**src/rtl/dmem_access_ctrl.sv**
```systemverilog
// MEM-stage sequencer: turns EX/MEM load/store strobes into a req/ack transaction
// on a multi-cycle data memory, stalling the pipeline until completion or abort.
module dmem_access_ctrl #(
  parameter int TIMEOUT_CYC = 255,
  parameter int CNT_W       = 8
) (
  input  logic        clk_i,
  input  logic        rst_i,
  input  logic        MemRead_i,
  input  logic        MemWrite_i,
  input  logic [31:0] addr_i,
  input  logic [31:0] wdata_i,
  output logic        mem_req_o,
  output logic        mem_we_o,
  output logic [31:0] mem_addr_o,
  output logic [31:0] mem_wdata_o,
  input  logic        mem_ack_i,
  input  logic [31:0] mem_rdata_i,
  output logic        stall_o,
  output logic [31:0] rdata_o,
  output logic        done_o,
  output logic        err_o
);

  typedef enum logic [1:0] {IDLE, WAIT, DONE} state_t;

  localparam logic [CNT_W-1:0] TMO_LAST = CNT_W'(TIMEOUT_CYC - 1);

  state_t           state_q, state_d;
  logic [CNT_W-1:0] cnt_q;
  logic             we_q;
  logic             access;
  logic             aligned;
  logic             tmo_hit;

  assign access  = MemRead_i | MemWrite_i;
  assign aligned = (addr_i[1:0] == 2'b00);
  assign tmo_hit = (cnt_q == TMO_LAST);

  // Memory-side strobes come straight from flops so they cannot glitch.
  assign mem_req_o = (state_q == WAIT);
  assign mem_we_o  = (state_q == WAIT) & we_q;
  assign done_o    = (state_q == DONE);

  always_ff @(posedge clk_i) begin
    if (!rst_i) state_q <= IDLE;
    else        state_q <= state_d;
  end

  always_comb begin
    state_d = state_q;
    stall_o = 1'b0;
    case (state_q)
      IDLE: begin
        if (access) begin
          stall_o = 1'b1;
          state_d = aligned ? WAIT : DONE;
        end
      end
      WAIT: begin
        stall_o = 1'b1;
        if (mem_ack_i || tmo_hit) state_d = DONE;
      end
      DONE:    state_d = IDLE;
      default: state_d = IDLE;
    endcase
    if (!rst_i) stall_o = 1'b0;
  end

  // Latched request fields, wait counter, read data and the sticky error flag.
  always_ff @(posedge clk_i) begin
    if (!rst_i) begin
      mem_addr_o  <= '0;
      mem_wdata_o <= '0;
      we_q        <= 1'b0;
      cnt_q       <= '0;
      rdata_o     <= '0;
      err_o       <= 1'b0;
    end else begin
      case (state_q)
        IDLE: begin
          if (access) begin
            if (aligned) begin
              mem_addr_o  <= addr_i;
              mem_wdata_o <= wdata_i;
              we_q        <= MemWrite_i;
              cnt_q       <= '0;
            end else begin
              err_o   <= 1'b1;
              rdata_o <= '0;
            end
          end
        end
        WAIT: begin
          // Ack takes priority over a coincident timeout.
          if (mem_ack_i) begin
            if (!we_q) rdata_o <= mem_rdata_i;
          end else if (tmo_hit) begin
            err_o   <= 1'b1;
            rdata_o <= '0;
          end else begin
            cnt_q <= cnt_q + CNT_W'(1);
          end
        end
        default: ;
      endcase
    end
  end

endmodule

```
**config.mk**
```make
export PLATFORM = sky130hd
export DESIGN_NAME = dmem_access_ctrl
export DESIGN_NICKNAME = d
export VERILOG_FILES = /design/src/rtl/dmem_access_ctrl.sv
export SDC_FILE = /design/constraint.sdc
export NUM_CORES = 1
export LEC_CHECK = 0
export CAP_MARGIN = 15
export CORE_ASPECT_RATIO = 0.5
export CORE_UTILIZATION = 59
export DETAILED_ROUTE_END_ITERATION = 8
export DONT_BUFFER_PORTS = 1
export GPL_TIMING_DRIVEN = 0
export PLACE_DENSITY = 0.86
export REMOVE_ABC_BUFFERS = 1
export SYNTH_ARGS = -nofsm -noshare
export SYNTH_HDL_FRONTEND = slang
export SYNTH_SLANG_ARGS = --single-unit
export TNS_END_PERCENT = 30
```
**constraint.sdc**
```tcl
create_clock -name clk_i -period 3.4 [get_ports clk_i]
set_clock_uncertainty 0.1 [all_clocks]
set_input_delay 0.34 -clock clk_i [delete_from_list [all_inputs] [get_ports clk_i]]
set_output_delay 0.34 -clock clk_i [all_outputs]
set_load 0.05 [all_outputs]
```
======== Word-level counts from Yosys, hierarchy flattened ========
Index checks and enable logic that the tools add are counted.
operators by class
  add/subtract/negate cells ............... 1
  multiply operators ...................... 0
  div/mod/pow operators ................... 0
  order comparisons ....................... 0
  eq/ne operators ......................... 12
  shift operators ......................... 0
  muxes and demuxes ....................... 23
  bitwise gates (word level) .............. 2
  reductions and logical operators ........ 9
operators by type and width
  kind                                                                     count
  32-bit 2-to-1 mux                                                        5
  32-bit one-hot mux with 2 select lines                                   1
  8-bit 2-to-1 mux                                                         4
  8-bit one-hot mux with 2 select lines                                    1
  5-bit AND reduction                                                      3
  2-bit inequality test, second input constant                             5
  8-bit by 1-bit adder with 8-bit output, second input constant            1
  8-bit == test, second input constant                                     1
  1-bit 2-to-1 mux                                                         6
  2-bit 2-to-1 mux                                                         3
  2-bit zero test                                                          2
  2-bit by 1-bit inequality test with 1-bit output, second input constant  2
  1-bit one-hot mux with 2 select lines                                    2
  2-bit one-hot mux with 2 select lines                                    1
  3-bit by 1-bit inequality test with 1-bit output, second input constant  1
  3-bit inequality test, second input constant                             1
  3-bit AND reduction                                                      1
  2-bit by 1-bit == test with 1-bit output, second input constant          1
  2-bit == test, second input constant                                     1
  2-bit AND reduction                                                      1
  2-bit nonzero test                                                       1
  1-bit bitwise AND                                                        1
  1-bit logical OR                                                         1
  1-bit OR                                                                 1
storage, ports and cells
  flip-flop bits (word level) ............. 108
  latch bits .............................. 0
  bits in writable memories ............... 0
  memory bits (read-only) ................. 0
  input bits .............................. 101
  output and inout bits ................... 101
  logic and storage cells ................. 54
  memories ................................ 0

======== Depth between registers and ports, before layout ========
Gate-level depths: netlist of run 1.
  depth after elaboration ................. 4
  depth in mapped cells ................... 7
  gate-level depth less buffers ........... 6

======== Least setup slack after synthesis of run 1 ========
Ideal clock, no wire load.
  path kind ............................... register -> output
  start ................................... reg state_q[0]
  end ..................................... out mem_we_o
  arrival ................................. 1.528 ns
  required time ........................... 2.960 ns
  slack ................................... 1.432 ns
  cell stages (with the launch flop) ...... 4
  buffers on the path ..................... 0
  cells stage by stage .................... dfxtp_1 > or2b_1 > inv_1 > and2_1
between the ends
  word-level cells in the longest chain between the ends .. 2
ends and longest elaborated chain
  element                                   line  RTL
  start, declared                           29    state_t state_q, state_d;
  start signal, assigned                    47    else state_q <= state_d;
  2-bit by 1-bit == test with 1-bit output  n/a
  via mem_req_o                             13    output logic mem_req_o,
  1-bit bitwise AND                         42    assign mem_we_o = (state_q == WAIT) & we_q;
  end, declared                             14    output logic mem_we_o,
The timed path passes the listed nets, and every way through them passes these cells.

======== Worst setup path in the final report of run 1 ========
Ends and elaborated chain as after synthesis.

==> results.yml, run 1 <==
hold_path:
  min_path_cells: 1
  hold_class: "in -> reg"
  hp-start: "mem_rdata_i[27]"
  whs_endpoint: "rdata_o[27]$_SDFFE_PN0P_"
placed_design:
  place_congestion: 0.8239
  io_buffers: 0
  place_inst: 494
  dpl.hpwl_mm: 5.705
floorplanning:
  rows: 20
  die_area_um2: 6779
  die_y_um: 58.72
  io_pins: 202
  initial_core_util: 0.6192
  coreArea_um2: 6131
  die_w_um: 115.4
global_routing:
  global_route.usage.met1: 0.2579
  groute.usage.overall: 0.2250
  overflow: 0
  grt_pass1_vias: 2615
  grt-busiest-layer: "met2"
  use_met2: 0.4055
  grt_first_pass_wirelength_mm: 11.85
  antenna_found_initial: 0
  grt_use_met3: 0.06282
  grt_max_degree: 70
synthesis:
  synth_common_cells: "127 x nand2_1, 108 x dfxtp_1, 68 x a21oi_1"
  synth_cell_type_count: 42
  ys_top_cells_by_area: "dfxtp_1 57%, nand2_1 13%, a21oi_1 9.0%"
  async_flop_share: 0
  synth-seq-area-share: 0.5695
  yosys_register_bits: 108
  ys.flop_type: "dfxtp_1"
  synth_top_cell_area_share: 0.5695
  synth_top_cell_by_area: "dfxtp_1"
  synth_area_um2: 3796
  synth_edf_count: 0
  avgSynthCellArea_um2: 8.890
  synthCells: 427
  synth_most_common_cell: "nand2_1"
  synth_warnings: 0
finish:
  fillers: 508
  seqCellArea_um2: 2162
  finalNonFillerCells: 510
  drive_gt1_frac: 0.07109
  nets: 520
  multiInputGateArea_um2: 1530
  diodes: 0
  utilization: 0.6843
  area_growth_syn_to_layout_pct: 10.51
routing:
  ant_nets: 0
  drt_first_pass_iters: 6
  drt_wl_total_mm: 8.203
  vias: 2988
  drc: 0
  vias_per_cell: 5.859
  drt_iter0_drc: 242
  wl_per_cell_um: 16.08
clock_tree:
  cts_setup_buffers: 0
  htreeDepth: 3
  numClockSinks: 108
  cts_resized: 0
  worstSkewPairLatency_ns: 0.34
  cts_buffers: 9
  cts_root_buf: "clkbuf_16"
  cts_tree: "built"
  clk_path_buf_depth: 2
  postCtsHoldBufs: 0
  path_clk_slew_ns: 0.07
timing:
  fmax_mhz: 402.5
  setup_viol: 0
  slew_headroom: 0.3080
  setup_tns_ns: 0
  tightest_slew_ns: 1.041
  rsz0062_at_grt: "false"
  hold_viol: 0
  drv_slew: 0
  min_period_ns: 2.485
  fin_crit_sh: 0.7308
  hold_ws_ns: 0.02630
power_and_ir_drop:
  p_total_mw: 2.578
  ir_drop_uv: 325.9
  p_sw_mw: 0.6886
  p_comb_frac: 0.055
  power.leakage_nw: 1.476
  p_int_mw: 1.889
  cellPowerDensity_nw_per_um2: 614.4
  pwr-share-seq: 0.568
  clock_power_share: 0.377
  p_sw_frac: 0.2672
run:
  maxCapViolations: 0
worst_setup_path:
  rrSetupSlack_ns: 1.13
  crit_type: "reg -> out"
  worstPathRequired_ns: 2.96
  worstPathArrival_ns: 2.04
  end_kind: "output port"
  rr_worst_depth: 5
  crit_path_start_kind: "flop"
  reg2reg_to: "mem_addr_o[21]$_SDFFE_PN0P_"
  crit_path_max_fanout: 8
  reg2reg_from: "state_q[0]$_SDFFE_PN0P_"
outcome:
  run_status: "finished, final reports clean"
flip-flops by register name, summed over array words and instances, names as in the netlist:
name and cells:
we_q 1, err_o 1, mem_addr_o 32, rdata_o 32, cnt_q 8, state_q 2, mem_wdata_o 32
power by group through the flow:
stage	Sequential (mW)	Combinational [mW]	Clock, mW
6_report	1.46	0.143	0.971
5_1_grt	1.47	0.159	1.04
4_1_cts	1.46	0.144	0.992
3_5_place_dp	1.49	0.143	0
3_3_place_gp	1.49	0.129	0
2_1_floorplan	1.48	0.105	0
area by class of cell:
type | count | share of cell area
clock buffer | 11 | 0.06024
timing repair buffer | 4 | 0.01760
inverter | 8 | 0.007456
clock inverter | 5 | 0.008351
tap | 88 | 0.02625
multi-input combinational | 286 | 0.3647
sequential | 108 | 0.5154
critical path, cell delays in order, from the launching register on:
cell and delay [ns]:
dfxtp_1 0.45, or2b_1 0.32, inv_1 0.41, and2_1 0.53
metal layers:
| metal | wire (µm) | vias to the layer above |
|---|---|---|
| met4 | 61 | 0 |
| met2 | 4344 | 135 |
| met1 | 3273 | 1387 |
| met5 | 0 | - |
| met3 | 523 | 10 |
| li1 | - | 1456 |
how the worst max path moves through the flow:
stage	from	to
global placement	rst_i	rdata_o[24]$_SDFFE_PN0P_
global route	state_q[0]$_SDFFE_PN0P_	mem_we_o
floorplan	rst_i	rdata_o[0]$_SDFFE_PN0P_
detailed placement	rst_i	rdata_o[23]$_SDFFE_PN0P_
finish	state_q[0]$_SDFFE_PN0P_	mem_we_o
CTS	state_q[0]$_SDFFE_PN0P_	mem_we_o
cells by family (layout without fill, tap and decap cells):
family          Yosys count  count (layout)  synth area share
fa+ha+maj                 2               2          0.006591
simple gates            161             161            0.1806
buf+inv                  33              28           0.03461
xor+xnor                  1               1          0.002308
flops                   108             108            0.5695
compound gates          121             121            0.2037
mux                       1               1          0.002637
stage by stage:
stage               instance area [µm²]  worst slack (ns)
finish                             4195            0.9153
floorplan                          3695           0.07556
global route                       4195            0.8760
CTS                                4195            0.9420
detailed placement                 3908             1.140
global placement                   3805            -1.246
layout by cell type (no fill, tap or decap), types with 2 or more instances in the layout:
cell type  synthesis  routed
nand2_1          127     127
dfxtp_1          108     108
a21oi_1           68      67
a22o_1            32      32
clkbuf_16          0       9
inv_1              7       7
o21ai_0            5       5
nand3_1            4       4
nor3_1             5       4
nor2_1             4       3
nand4_1            3       3
clkinv_2           0       3
a31oi_1            3       3
and2_1             2       2
nand2b_1           2       2
o22ai_1            2       2
and4_1             2       2
a21o_1             2       2
and3_1             2       2
ha_1               2       2
clkbuf_8           0       2
Note: power is estimated with default switching activity, not from simulation.
==> inputs of run 2 (changes only) <==
==> constraint.sdc (replaced) <==
create_clock -name clk_i -period 2.35 [get_ports clk_i]
set_clock_uncertainty 0.1 [all_clocks]
set_input_delay 0.235 -clock clk_i [delete_from_list [all_inputs] [get_ports clk_i]]
set_output_delay 0.235 -clock clk_i [all_outputs]
set_load 0.05 [all_outputs]
==> run 2 against run 1 <==
Net effect: clock-buffer cell count did not move; non-clock buffer count increased by 97; flip-flop and latch count is the same; register-to-register slack lost 1.0 ns; sequential power grew 45%; total power is 52% higher; global-route usage grew 10 points; core utilization grew 16 points; critical path type unchanged; critical endpoint unchanged; largest cell class unchanged.
==> results.yml, run 2 (synthesis results as in run 1) <==
worst_setup_path:
  crit_path_start_kind: "flop"
  worstPathArrival_ns: 1.89
  crit_type: "reg -> out"
  crit_path_max_fanout: 8
  end_kind: "output port"
  rrSetupSlack_ns: 0.13
  worstPathRequired_ns: 2.02
timing:
  fmax_mhz: 449.7
  setup_tns_ns: 0
  hold_viol: 0
  slew_headroom: 0.3086
  setup_viol: 0
  tightest_slew_ns: 1.040
  hold_ws_ns: 0.002661
  drv_slew: 0
  fin_crit_sh: 0.9462
  min_period_ns: 2.224
floorplanning:
  io_pins: 202
  coreArea_um2: 6131
  initial_core_util: 0.6192
  die_w_um: 115.4
  die_area_um2: 6779
  die_y_um: 58.72
  rows: 20
finish:
  multiInputGateArea_um2: 1538
  seqCellArea_um2: 2162
  utilization: 0.8445
  final_cell_mix: "127 x nand2_1, 108 x dfxtp_1, 97 x dlygate4sd3_1, 67 x a21oi_1, 32 x a22o_1"
  area_growth_syn_to_layout_pct: 36.39
  reg_top3: "mem_addr_o (32), mem_wdata_o (32), rdata_o (32)"
  final_common_cell: "nand2_1"
  diodes: 0
  nets: 618
  drive_gt1_frac: 0.06346
  fillers: 317
placed_design:
  dpl.hpwl_mm: 5.705
  place_congestion: 0.8239
  io_buffers: 0
outcome:
  run_status: "finished, final reports clean"
routing:
  drt_first_pass_iters: 7
  wl_per_cell_um: 19.20
  vias_per_cell: 6.021
  ant_nets: 0
  drc: 0
  drt_iter0_drc: 435
  drt_wl_total_mm: 11.67
  vias: 3661
clock_tree:
  worstSkewPairLatency_ns: 0.34
  cts_root_buf: "clkbuf_16"
  cts_buffers: 9
  cts_setup_buffers: 0
  numClockSinks: 108
  cts_tree: "built"
  path_clk_slew_ns: 0.07
  htreeDepth: 3
  clk_path_buf_depth: 2
hold_path:
  hold_class: "in -> reg"
power_and_ir_drop:
  cellPowerDensity_nw_per_um2: 756.9
  power.leakage_nw: 1.873
  ir_drop_uv: 498.9
global_routing:
  groute.usage.overall: 0.3255
  antenna_found_initial: 0
  grt_first_pass_wirelength_mm: 16.90
  grt_max_degree: 70
  grt_pass1_vias: 3444
  overflow: 0
run:
  maxCapViolations: 0
-- run 2: cell types whose count changed in the layout (fill, tap and decap cells not counted), sizes merged --
cell,delta
nor2,+1
dlygate4sd3,+97
clkinvlp,+1
inv,-1
-- run 2: final timing paths --
| check | from | cells past startpoint | to |
|---|---|---|---|
| setup / recovery | state_q[1]$_SDFFE_PN0P_ | 3 | mem_we_o |
| hold / removal | MemRead_i | 3 | we_q$_SDFFE_PN0P_ |
| hold reg to reg | cnt_q[7]$_SDFFE_PN0P_ | 2 | cnt_q[7]$_SDFFE_PN0P_ |
| setup reg to reg | state_q[0]$_SDFFE_PN0P_ | 5 | mem_wdata_o[17]$_SDFFE_PN0P_ |
-- run 2: timing repair --
item,in CTS,in global routing
pin swaps,0,1
hold buffers,97,0
setup endpoints to repair,1,53
hold endpoints to repair,99,0
gates resized for setup,1,2
cloned,0,1
-- run 2: per-layer routing --
metal / track usage / wire length (µm)
met5: 0 / 0
met1: 0.3673 / 4398
met3: 0.09269 / 1032
met2: 0.5800 / 5802
met4: 0.1558 / 438
-- run 2: worst max-delay path, stage by stage, from the launching register on --
cell	delay (ns)
dfxtp_1	0.46
or2b_1	0.28
clkinvlp_4	0.36
and2_2	0.43
-- run 2: stage by stage --
step	power (mW)	instance area, µm²	setup WS (ns)	std cells
after detailed placement	2.367	3908	0.09016	494
after floorplan	2.298	3695	-0.9042	402
after CTS	3.891	5167	0.07044	607
after global routing	4.029	5177	-0.01918	608
final	3.919	5177	0.1265	608
after global placement	2.344	3805	-2.191	490
-- run 2: report_power, final --
group | total [mW] | leakage [nW] | switching [mW] | internal (mW)
combinational | 0.364 | 0.856 | 0.189 | 0.175
sequential | 2.12 | 0.876 | 0.234 | 1.89
clock | 1.43 | 0.142 | 0.655 | 0.779
total | 3.92 | 1.87 | 1.08 | 2.84
-- run 2: area by class of cell --
cell class | instances | share of cell area
Tap cell | 88 | 0.02127
Multi-Input combinational cell | 287 | 0.2970
Sequential cell | 108 | 0.4176
Clock inverter | 5 | 0.006767
Timing Repair Buffer | 101 | 0.2018
Clock buffer | 11 | 0.04882
Inverter | 8 | 0.006767
==> inputs of run 3 (changes only) <==
--- a/config.mk
+++ b/config.mk
@@ -7,11 +7,11 @@
 export LEC_CHECK = 0
 export CAP_MARGIN = 15
 export CORE_ASPECT_RATIO = 0.5
-export CORE_UTILIZATION = 59
+export CORE_UTILIZATION = 61
 export DETAILED_ROUTE_END_ITERATION = 8
 export DONT_BUFFER_PORTS = 1
 export GPL_TIMING_DRIVEN = 0
-export PLACE_DENSITY = 0.86
+export PLACE_DENSITY = 0.88
 export REMOVE_ABC_BUFFERS = 1
 export SYNTH_ARGS = -nofsm -noshare
 export SYNTH_HDL_FRONTEND = slang
==> run 3 against run 2 <==
Net effect: clock-buffer cell count stayed put; combinational power is 2% higher; hold slack better by 0.013 ns; largest power group unchanged; core utilization is 5.5 points higher; critical path depth is 3 higher; total power is 1.2% lower; flip-flop and latch count stayed put; clock power is 3% lower; die area is 3.2% lower; final area is 0.46% lower; register-to-register slack worse by 0.06 ns.
==> results.yml, run 3 (synthesis results as in run 1) <==
outcome:
  run_status: "finished, final reports clean"
floorplanning:
  die_area_um2: 6562
  die_w_um: 113.6
  rows: 19
  io_pins: 202
  die_y_um: 57.78
  initial_core_util: 0.6626
  coreArea_um2: 5729
clock_tree:
  htreeDepth: 3
  cts_root_buf: "clkbuf_16"
  path_clk_slew_ns: 0.07
  worstSkewPairLatency_ns: 0.34
  numClockSinks: 108
  cts_buffers: 9
  cts_tree: "built"
  cts_setup_buffers: 0
  clk_path_buf_depth: 2
worst_setup_path:
  worstPathArrival_ns: 2.41
  worstPathRequired_ns: 2.47
  crit_path_start_kind: "flop"
  crit_type: "reg -> reg"
  crit_path_max_fanout: 27
  critPathSlowestCell: "dfxtp_1"
  critical-path-max-stage-delay_ns: 0.48
  path_delay_family: "compound AO/OA/AOI/OAI gates"
  path_buf_inv: 1
  end_kind: "flop"
  path_cells: "ha_1 > nand3_1 > o311ai_1 > a21oi_2 > buf_8 > a22o_1"
finish:
  drive_gt1_frac: 0.06008
  reg_top3: "mem_addr_o (32), mem_wdata_o (32), rdata_o (32)"
  diodes: 0
  area_growth_syn_to_layout_pct: 35.76
  final_common_cell: "nand2_1"
  fin_area_um2: 5154
  final_cell_mix: "127 x nand2_1, 108 x dfxtp_1, 96 x dlygate4sd3_1, 67 x a21oi_1, 32 x a22o_1"
  fillers: 209
  nets: 617
timing:
  setup_tns_ns: 0
  min_period_ns: 2.281
  fin_ws_ns: 0.06862
  fin_crit_sh: 0.9708
  rsz0062_at_grt: "false"
  tightest_slew_ns: 1.040
  hold_ws_ns: 0.01517
  fmax_mhz: 438.3
  drv_slew: 0
  setup_viol: 0
  slew_headroom: 0.3087
  hold_viol: 0
global_routing:
  groute.usage.overall: 0.3943
  grt_max_degree: 70
  antenna_found_initial: 0
  grt_pass1_vias: 3898
  overflow: 0
  grt_first_pass_wirelength_mm: 19.45
power_and_ir_drop:
  ir_drop_uv: 583.1
  p_total_mw: 3.873
  cellPowerDensity_nw_per_um2: 751.5
  power.leakage_nw: 1.861
routing:
  wl_per_cell_um: 21.46
  vias: 3838
  drt_iter0_drc: 499
  ant_nets: 0
  vias_per_cell: 6.397
  drc: 0
  drt_first_pass_iters: 6
  drt_wl_total_mm: 12.87
placed_design:
  placed_area_um2: 3910
  io_buffers: 0
  place_congestion: 0.8985
  dpl.hpwl_mm: 6.105
  preCtsSetupSlack_ns: 0.1931
run:
  maxCapViolations: 0
hold_path:
  hold_class: "in -> reg"
==> run 3: area by class of cell <==
cell class                      instances  area [µm²]  area share
Clock buffer                           11       252.7     0.04904
Timing Repair Buffer                  100        1042      0.2022
Tap cell                               84       105.1     0.02039
Clock inverter                          2       12.51    0.002428
Inverter                                8       35.03    0.006798
Multi-Input combinational cell        287        1544      0.2996
Sequential cell                       108        2162      0.4195
==> run 3: what timing repair did <==
| action | in CTS | in global routing |
|---|---|---|
| hold buffers | 96 | 0 |
| hold endpoints to repair | 98 | 0 |
| resized for setup | 1 | 3 |
| cloned | 0 | 1 |
| setup endpoints to repair | 1 | 84 |
| pin swaps | 0 | 1 |
==> run 3: report_power, final <==
group / internal, mW / leakage [nW] / switching (mW) / total, mW
sequential: 1.89 / 0.876 / 0.237 / 2.13
combinational: 0.176 / 0.856 / 0.196 / 0.372
clock: 0.757 / 0.129 / 0.619 / 1.38
total: 2.82 / 1.86 / 1.05 / 3.87
==> run 3: layer usage <==
metal | part of all wire | vias to the layer above | global-route usage
met3 | 0.12 | 110 | 0.1579
met1 | 0.34 | 1717 | 0.3995
li1 | - | 1652 | -
met5 | 0 | - | 0
met2 | 0.48 | 359 | 0.6855
met4 | 0.062 | 0 | 0.2763
==> run 3: stage by stage <==
step                        util  instances
after floorplan                -        402
after global placement    0.6632        486
after detailed placement  0.6825        490
after CTS                 0.8967        599
after global routing      0.8995        600
final                     0.8995        600
==> run 3: final timing paths <==
check,to,from,cells after the start,slack (ns)
max,rdata_o[31]$_SDFFE_PN0P_,cnt_q[1]$_SDFFE_PN0P_,6,0.07
min,state_q[1]$_SDFFE_PN0P_,mem_ack_i,2,0.02
max reg2reg,rdata_o[31]$_SDFFE_PN0P_,cnt_q[1]$_SDFFE_PN0P_,6,0.07
min reg2reg,cnt_q[7]$_SDFFE_PN0P_,cnt_q[7]$_SDFFE_PN0P_,2,0.47
